File: config.mk
export PLATFORM = sky130hd
export DESIGN_NAME = demux1to4_seq
export DESIGN_NICKNAME = d
export VERILOG_FILES = /design/src/rtl/demux1to4_seq.sv
export SDC_FILE = /design/constraint.sdc
export NUM_CORES = 1
export LEC_CHECK = 0
export CAP_MARGIN = 10
export CORE_ASPECT_RATIO = 1.25
export CORE_MARGIN = 3
export CORE_UTILIZATION = 50
export CTS_BUF_LIST = sky130_fd_sc_hd__clkbuf_2 sky130_fd_sc_hd__clkbuf_4 sky130_fd_sc_hd__clkbuf_8
export CTS_CLUSTER_DIAMETER = 80
export DETAILED_ROUTE_END_ITERATION = 8
export PLACE_DENSITY = 0.77
export RECOVER_POWER = 25
export SLEW_MARGIN = 20
export SYNTH_ARGS = -nofsm -noshare
export SYNTH_HDL_FRONTEND = slang
export SYNTH_SLANG_ARGS = --single-unit
File: constraint.sdc
create_clock -name clk -period 4.8 [get_ports clk]
set_input_delay 0.48 -clock clk [delete_from_list [all_inputs] [get_ports clk]]
set_output_delay 0.48 -clock clk [all_outputs]
set_load 0.01 [all_outputs]
File: src/rtl/demux1to4_seq.sv
// rtl/demux1to4_seq.sv - sequential 1-to-4 lane demux that assembles frames with a one-deep output holding register
module demux1to4_seq #(
  parameter int DATA_W = 1
) (
  input  logic                clk,
  input  logic                rst_n,
  input  logic [DATA_W-1:0]   data_in,
  input  logic                in_valid,
  input  logic                mode,
  input  logic [1:0]          select,
  input  logic                out_ready,
  output logic [4*DATA_W-1:0] data_out,
  output logic                out_valid,
  output logic [1:0]          chan,
  output logic                overrun
);

  typedef enum logic {
    S_EMPTY = 1'b0,
    S_FULL  = 1'b1
  } out_state_t;

  out_state_t          r_state;
  out_state_t          w_state_nxt;
  logic                r_mode;
  logic [3:0]          r_mask;
  logic [4*DATA_W-1:0] r_buf;
  logic [1:0]          r_chan;
  logic [4*DATA_W-1:0] r_dout;
  logic                r_overrun;

  logic                w_mode_chg;
  logic                w_wr;
  logic [1:0]          w_lane;
  logic [3:0]          w_lane_bit;
  logic [3:0]          w_mask_set;
  logic                w_complete;
  logic [4*DATA_W-1:0] w_buf_nxt;
  logic                w_load;
  logic                w_drop;

  // A mode flip throws away the partial frame, so the write in that cycle is not taken.
  assign w_mode_chg = (mode != r_mode);
  assign w_wr       = in_valid && !w_mode_chg;
  assign w_lane     = mode ? select : r_chan;
  assign w_complete = w_wr && (w_mask_set == 4'b1111);

  // Next assembly contents and mask as if the current write lands, including the completing lane.
  always_comb begin
    w_lane_bit = 4'b0001 << w_lane;
    w_mask_set = r_mask | w_lane_bit;
    w_buf_nxt  = r_buf;
    w_buf_nxt[w_lane*DATA_W +: DATA_W] = data_in;
  end

  // Output state register: EMPTY holds nothing, FULL holds an unconsumed frame.
  always_ff @(posedge clk or negedge rst_n) begin
    if (!rst_n) begin
      r_state <= S_EMPTY;
    end else begin
      r_state <= w_state_nxt;
    end
  end

  // Output next-state: load on completion when there is room, drop when the consumer is stalled.
  always_comb begin
    w_state_nxt = r_state;
    w_load      = 1'b0;
    w_drop      = 1'b0;
    case (r_state)
      S_EMPTY: begin
        if (w_complete) begin
          w_load      = 1'b1;
          w_state_nxt = S_FULL;
        end
      end
      S_FULL: begin
        if (w_complete) begin
          if (out_ready) begin
            w_load = 1'b1;
          end else begin
            w_drop = 1'b1;
          end
        end else if (out_ready) begin
          w_state_nxt = S_EMPTY;
        end
      end
      default: w_state_nxt = S_EMPTY;
    endcase
  end

  // Assembly buffer, lane pointer, holding register and sticky drop flag.
  always_ff @(posedge clk or negedge rst_n) begin
    if (!rst_n) begin
      r_mode    <= 1'b0;
      r_mask    <= 4'b0000;
      r_buf     <= '0;
      r_chan    <= 2'd0;
      r_dout    <= '0;
      r_overrun <= 1'b0;
    end else begin
      r_mode <= mode;
      if (w_mode_chg) begin
        r_mask <= 4'b0000;
        r_chan <= 2'd0;
      end else if (in_valid) begin
        r_buf  <= w_buf_nxt;
        r_mask <= w_complete ? 4'b0000 : w_mask_set;
        r_chan <= mode ? select : (r_chan + 2'd1);
      end
      if (w_load) begin
        r_dout <= w_buf_nxt;
      end
      if (w_drop) begin
        r_overrun <= 1'b1;
      end
    end
  end

  assign data_out  = r_dout;
  assign out_valid = (r_state == S_FULL);
  assign chan      = r_chan;
  assign overrun   = r_overrun;

endmodule

==> results.sh, run 1 <==
export IMPL_rsz0062_at_grt="no"
export IMPL_slew_violations=0
export IMPL_portBuffers=15
export IMPL_synth_area_per_cell_sq_um=11.25
export IMPL_cts_root_buf="clkbuf_4"
export IMPL_hold_class="flip-flop to flip-flop"
export IMPL_final_cell_mix="17 x dfrtp_1, 13 x clkdlybuf4s50_1, 9 x nor2_1"
export IMPL_syn_inst=85
export IMPL_endpoint_kind="flip-flop"
export IMPL_grt_max_degree=18
export IMPL_drv_cap=0
export IMPL_grt_pass1_wl_microns=3015
export IMPL_p_leak_nw=0.5276
export IMPL_crit_path_start_kind="input port"
export IMPL_yosysWarningCount=0
export IMPL_grt_pass1_vias=690
export IMPL_ff2ff_path_depth=6
export IMPL_cts_inserted_buffers=3
export IMPL_slowest_stage="dlygate4sd3_1"
export IMPL_cellPowerDensity_mw_per_mm2=266.9
export IMPL_cts_resized=0
export IMPL_post_cts_setup_buffers=0
export IMPL_worstPathRequired_ns=4.97
export IMPL_r2r_start="chan[1]$_DFFE_PN0P_"
export IMPL_yosysSeqAreaShare_pct=44.50
export IMPL_clock_sink_count=17
export IMPL_core_area_sq_mm=0.001787
export IMPL_num_vias=687
export IMPL_die_h_microns=54.89
export IMPL_initial_core_util_pct=53.50
export IMPL_path_clk_slew_ns=0.09
export IMPL_cp_arrival_ns=3.10
export IMPL_finalSetupViolCount=0
export IMPL_yosysTopAreaCell="dfrtp_1"
export IMPL_antenna_found_initial=0
export IMPL_crit_chain="dlygate4sd3_1 -> mux2i_1 -> ha_1 -> o22ai_2 -> nor3_4 -> nor3b_4 -> mux2_2"
export IMPL_finalPower_mw=0.3056
export IMPL_worstPathMaxFanout=9
export IMPL_peakVddDrop_uv=215.4
export IMPL_fin_crit_sh_pct=61.02
export IMPL_wl_microns=1711
export IMPL_n_antenna_cell=0
export IMPL_ant_nets=0
export IMPL_grt_use_total_pct=17.34
export IMPL_fin_worst_skew_ns=0.003824
export IMPL_place_gp_congestion=0.8281
export IMPL_fp_dieW_microns=45.11
export IMPL_dieArea_sq_mm=0.002476
export IMPL_dr_pass1_iters=4
export IMPL_status="finished, final reports clean"
export IMPL_min_to="overrun$_DFFE_PN0P_"
export IMPL_drive_above_1_share_pct=19.61
export IMPL_drc_errors=0
export IMPL_syn_nets=98
export IMPL_clock_fmax_mhz=341.4
export IMPL_slew_headroom_pct=51.58
export IMPL_hold_violations=0
export IMPL_rr_endpoint="data_out[3]$_DFFE_PN0P_"
export IMPL_clk_latency_ns=0.28
export IMPL_nFillCells=141
export IMPL_synth_edff_count=0
export IMPL_synth_area_leaders="dfrtp_1 45%, ha_1 6.5%, mux2_2 5.9%, nor2_1 3.5%, nand2_1 2.7%"
export IMPL_htreeDepth=1
export IMPL_syn_to_final_growth_pct=19.76
export IMPL_holdBufCountCts=0
export IMPL_clockBufferDepth=2
export IMPL_worst_pin_slew_ns=0.7239
export IMPL_fp_row_count=17
export IMPL_grt_overflow=0
export IMPL_hold_depth=1
export IMPL_detail_route_vias_per_cell=5.678
export IMPL_async_flop_share_pct=100.0
export IMPL_fin_tns_setup_ns=0
export IMPL_final_common_cell="dfrtp_1"
export IMPL_wl_per_cell_microns=14.14
export IMPL_hpwl_microns=1361
export IMPL_crit_path_max_incr_delay_ns=0.83
export IMPL_hold_path_startpoint="overrun$_DFFE_PN0P_"
export IMPL_tritoncts="yes"
export IMPL_drt_iter0_drc=20
export IMPL_min_period_ns=2.929
export IMPL_yosys_area_top_type_share_pct=44.50
export IMPL_reg2reg_slack_ns=2.58
export IMPL_crit_type="input port to flip-flop"
export IMPL_synthFlopType="dfrtp_1"
export IMPL_ys_types=34
export IMPL_io_pins=16
export IMPL_netlist_area_sq_um=955.9
export IMPL_fin_nets=116
export IMPL_ys_ff_latch=17
-- cell usage after synthesis (2+ instances only) --
master   count
a21o_2       2
a21oi_1      4
dfrtp_1     17
ha_1         5
inv_1        3
mux2_1       2
mux2_2       5
mux2i_1      2
nand2_1      7
nor2_1       9
nor2b_1      2
o21ai_0      4
xor2_1       2
-- final cells by class --
class,count,area [sq um],share of cell area (%)
flip-flops and latches,17,425.4,37.16
clock buffers,4,30.03,2.623
well taps,19,23.77,2.076
inverters,4,15.01,1.311
repair buffers,15,150.1,13.11
multi-input cells,62,500.5,43.72
-- registers in the layout, indices dropped and copies added, names as in the netlist --
register	count
r_mode	1
r_buf	4
r_mask	4
data_out	4
chan	2
overrun	1
out_valid	1
-- per-layer routing --
layer	global-route usage [%]	vias up	part of all wire, %
met4	11.22	0	2.3
met5	0	-	0
li1	-	332	-
met2	26.65	7	51
met1	22.84	344	45
met3	1.974	4	1.9
-- kinds of logic (layout without fill, tap and decap cells) --
| kind of cell | count (synthesis) | count (layout) | synth area share (%) |
|---|---|---|---|
| simple gates | 27 | 27 | 17.02 |
| compound gates | 17 | 17 | 12.57 |
| flops | 17 | 17 | 44.50 |
| mux | 10 | 10 | 12.70 |
| buf+inv | 6 | 23 | 3.140 |
| fa+ha+maj | 5 | 5 | 6.545 |
| xor+xnor | 3 | 3 | 3.535 |
-- how the worst max path moves through the flow --
stage               startpoint                       to  slack (ns)  depth (start not counted)
floorplan                 mode  data_out[1]$_DFFE_PN0P_        2.50                          7
global placement          mode  data_out[1]$_DFFE_PN0P_        1.72                          7
detailed placement        mode  data_out[1]$_DFFE_PN0P_        1.63                          7
CTS                       mode  data_out[3]$_DFFE_PN0P_        1.94                          7
global route              mode  data_out[3]$_DFFE_PN0P_        1.70                          7
finish                    mode  data_out[3]$_DFFE_PN0P_        1.87                          7
-- critical path, delay by kind of cell --
kind / cells / cell delay [ns]
buffers and inverters: 1 / 0.83
and+or+nand+nor: 2 / 0.55
muxes: 2 / 0.76
adders and majority gates: 1 / 0.33
AOI/OAI and AO/OA: 1 / 0.15
-- power by group --
group          internal (mW)  switching [mW]  total [mW]
logic                 0.0314          0.0358      0.0671
clock network         0.0379          0.0406      0.0785
registers              0.153         0.00742       0.160
-- metrics by stage --
step                      util (%)  setup slack, ns  instance area [sq um]  instances  hold WS, ns
after floorplan                  -            2.504                  955.9         85       0.1844
after global placement       62.40            1.717                   1115        117       0.4674
after detailed placement     62.40            1.632                   1115        117       0.4721
after CTS                    64.08            1.942                   1145        121       0.4930
after global routing         64.08            1.700                   1145        121       0.5093
final                        64.08            1.871                   1145        121       0.4853
Note: power is estimated with default switching activity, not from simulation.
==> run 2, diff against run 1 <==
--- a/config.mk
+++ b/config.mk
@@ -8,11 +8,11 @@
 export CAP_MARGIN = 10
 export CORE_ASPECT_RATIO = 1.25
 export CORE_MARGIN = 3
-export CORE_UTILIZATION = 50
+export CORE_UTILIZATION = 49
 export CTS_BUF_LIST = sky130_fd_sc_hd__clkbuf_2 sky130_fd_sc_hd__clkbuf_4 sky130_fd_sc_hd__clkbuf_8
 export CTS_CLUSTER_DIAMETER = 80
 export DETAILED_ROUTE_END_ITERATION = 8
-export PLACE_DENSITY = 0.77
+export PLACE_DENSITY = 0.78
 export RECOVER_POWER = 25
 export SLEW_MARGIN = 20
 export SYNTH_ARGS = -nofsm -noshare
==> constraint.sdc (replaced) <==
create_clock -name clk -period 2.5 [get_ports clk]
set_input_delay 0.25 -clock clk [delete_from_list [all_inputs] [get_ports clk]]
set_output_delay 0.25 -clock clk [all_outputs]
set_load 0.01 [all_outputs]
==> run 2 against run 1 <==
Total power grew 97%. Critical path depth unchanged. Global-route usage rose by 1.5 points. Hold slack worse by 0.027 ns. Sequential cell count did not move. Combinational power rose by 120%. Setup slack worse by 1.7 ns.
==> results.sh, run 2 (synthesis gave the netlist of run 1 again) <==
export IMPL_syn_to_final_growth_pct=26.57
export IMPL_finalPower_mw=0.6005
export IMPL_p_leak_nw=0.5723
export IMPL_final_util_pct=66.92
export IMPL_cellPowerDensity_mw_per_mm2=496.3
export IMPL_status="finished, final reports clean"
export IMPL_num_vias=733
export IMPL_wl_per_cell_microns=15.86
export IMPL_endpoint_kind="flip-flop"
export IMPL_die_h_microns=55.38
export IMPL_antenna_found_initial=0
export IMPL_grt_overflow=0
export IMPL_crit_path_end="data_out[1]$_DFFE_PN0P_"
export IMPL_r2r_start="chan[1]$_DFFE_PN0P_"
export IMPL_hpwl_microns=1623
export IMPL_clock_fmax_mhz=431.0
export IMPL_dr_pass1_iters=4
export IMPL_ant_nets=0
export IMPL_whs_ns=0.4585
export IMPL_io_pins=16
export IMPL_drv_cap=0
export IMPL_switching_share_pct=29.44
export IMPL_cp_arrival_ns=2.50
export IMPL_crit_start="mode"
export IMPL_rr_endpoint="data_out[1]$_DFFE_PN0P_"
export IMPL_drive_above_1_share_pct=26.13
export IMPL_fp_row_count=17
export IMPL_drc_errors=0
export IMPL_fin_nets=125
export IMPL_p_seq_share_pct=51.1
export IMPL_clock_sink_count=17
export IMPL_clk_latency_ns=0.29
export IMPL_min_period_ns=2.320
export IMPL_final_cell_mix="17 x dfrtp_1, 14 x clkdlybuf4s50_1, 9 x nor2_1, 9 x buf_4, 7 x nand2_1"
export IMPL_slew_violations=0
export IMPL_portBuffers=15
export IMPL_power_switching_mw=0.1768
export IMPL_initial_core_util_pct=52.87
export IMPL_slew_headroom_pct=49.29
export IMPL_p_int_mw=0.4237
export IMPL_worstPathMaxFanout=4
export IMPL_grt_max_degree=18
export IMPL_hold_class="input port to async pin"
export IMPL_grt_pass1_wl_microns=3588
export IMPL_holdBufCountCts=0
export IMPL_p_comb_share_pct=24.4
export IMPL_htreeDepth=1
export IMPL_crit_path_start_kind="input port"
export IMPL_fp_dieW_microns=45.51
export IMPL_wl_microns=2062
export IMPL_fin_crit_sh_pct=92.80
export IMPL_ff2ff_path_depth=6
export IMPL_core_area_sq_mm=0.001808
export IMPL_detail_route_vias_per_cell=5.638
export IMPL_post_cts_setup_buffers=0
export IMPL_path_clk_slew_ns=0.10
export IMPL_crit_type="input port to flip-flop"
export IMPL_cts_root_buf="clkbuf_4"
export IMPL_cts_inserted_buffers=3
export IMPL_clockBufferDepth=2
export IMPL_worstPathRequired_ns=2.68
export IMPL_dieArea_sq_mm=0.002520
export IMPL_reg2reg_slack_ns=0.36
export IMPL_p_clk_share_pct=24.5
export IMPL_fin_worst_skew_ns=0.004463
export IMPL_drt_iter0_drc=19
export IMPL_cts_resized=0
export IMPL_worst_pin_slew_ns=0.7581
export IMPL_n_antenna_cell=0
export IMPL_placed_area_sq_mm=0.001182
export IMPL_design_area_sq_mm=0.001210
export IMPL_final_common_cell="dfrtp_1"
export IMPL_peakVddDrop_uv=385.1
export IMPL_grt_pass1_vias=789
export IMPL_place_gp_congestion=0.8359
export IMPL_tritoncts="yes"
export IMPL_hold_violations=0
export IMPL_grt_use_total_pct=18.87
export IMPL_finalSetupViolCount=0
export IMPL_rsz0062_at_grt="no"
[run 2: cell count changes in the layout (fill, tap and decap cells not counted)]
cell / previous run / this run
dlygate4sd3_1: 2 / 1
buf_4: 0 / 9
clkinv_2: 0 / 1
clkdlybuf4s50_1: 13 / 14
clkbuf_4: 4 / 3
[run 2: worst max-delay path, cell delays in order]
cell             delay (ns)
clkdlybuf4s50_1        0.58
mux2i_1                0.42
ha_1                   0.27
o22ai_2                0.12
nor3_4                 0.19
nor3b_4                0.28
mux2_2                 0.37
[run 2: metrics by stage]
step / TNS (ns) / setup slack (ns) / instances
6_report: 0 / 0.1799 / 130
5_1_grt: 0 / 0.06335 / 130
4_1_cts: 0 / 0.1645 / 130
3_5_place_dp: -0.5183 / -0.1572 / 126
3_3_place_gp: -0.003613 / -0.001640 / 126
2_1_floorplan: 0 / 0.4325 / 85
[run 2: layout make-up]
| cell class | instances | area [sq um] |
|---|---|---|
| well taps | 19 | 23.77 |
| repair buffers | 24 | 217.7 |
| clock inverters | 1 | 5.005 |
| fillers | 125 | 598.1 |
| flip-flops and latches | 17 | 425.4 |
| multi-input cells | 62 | 500.5 |
| clock buffers | 3 | 22.52 |
| inverters | 4 | 15.01 |
[run 2: how the worst min path moves through the flow]
stage                                 to  slack [ns]                 start
floorplan            chan[0]$_DFFE_PN0P_       -0.05                 rst_n
global placement     overrun$_DFFE_PN0P_        0.45   overrun$_DFFE_PN0P_
detailed placement  r_buf[0]$_DFFE_PN0P_        0.47  r_buf[0]$_DFFE_PN0P_
CTS                 r_buf[0]$_DFFE_PN0P_        0.42                 rst_n
global route        r_buf[0]$_DFFE_PN0P_        0.52                 rst_n
finish              r_buf[0]$_DFFE_PN0P_        0.46                 rst_n
[run 2: metal layers]
metal	track usage [%]	routed length, microns
met5	0	0
met4	5.021	15
met3	4.235	96
met2	28.94	1087
met1	26.14	862
[run 2: power by group through the flow]
stage	sequential, mW	clock, mW	combinational [mW]
after floorplan	0.313	0	0.0817
after global placement	0.311	0	0.140
after detailed placement	0.312	0	0.146
after CTS	0.307	0.153	0.147
after global routing	0.309	0.168	0.162
final	0.307	0.147	0.146
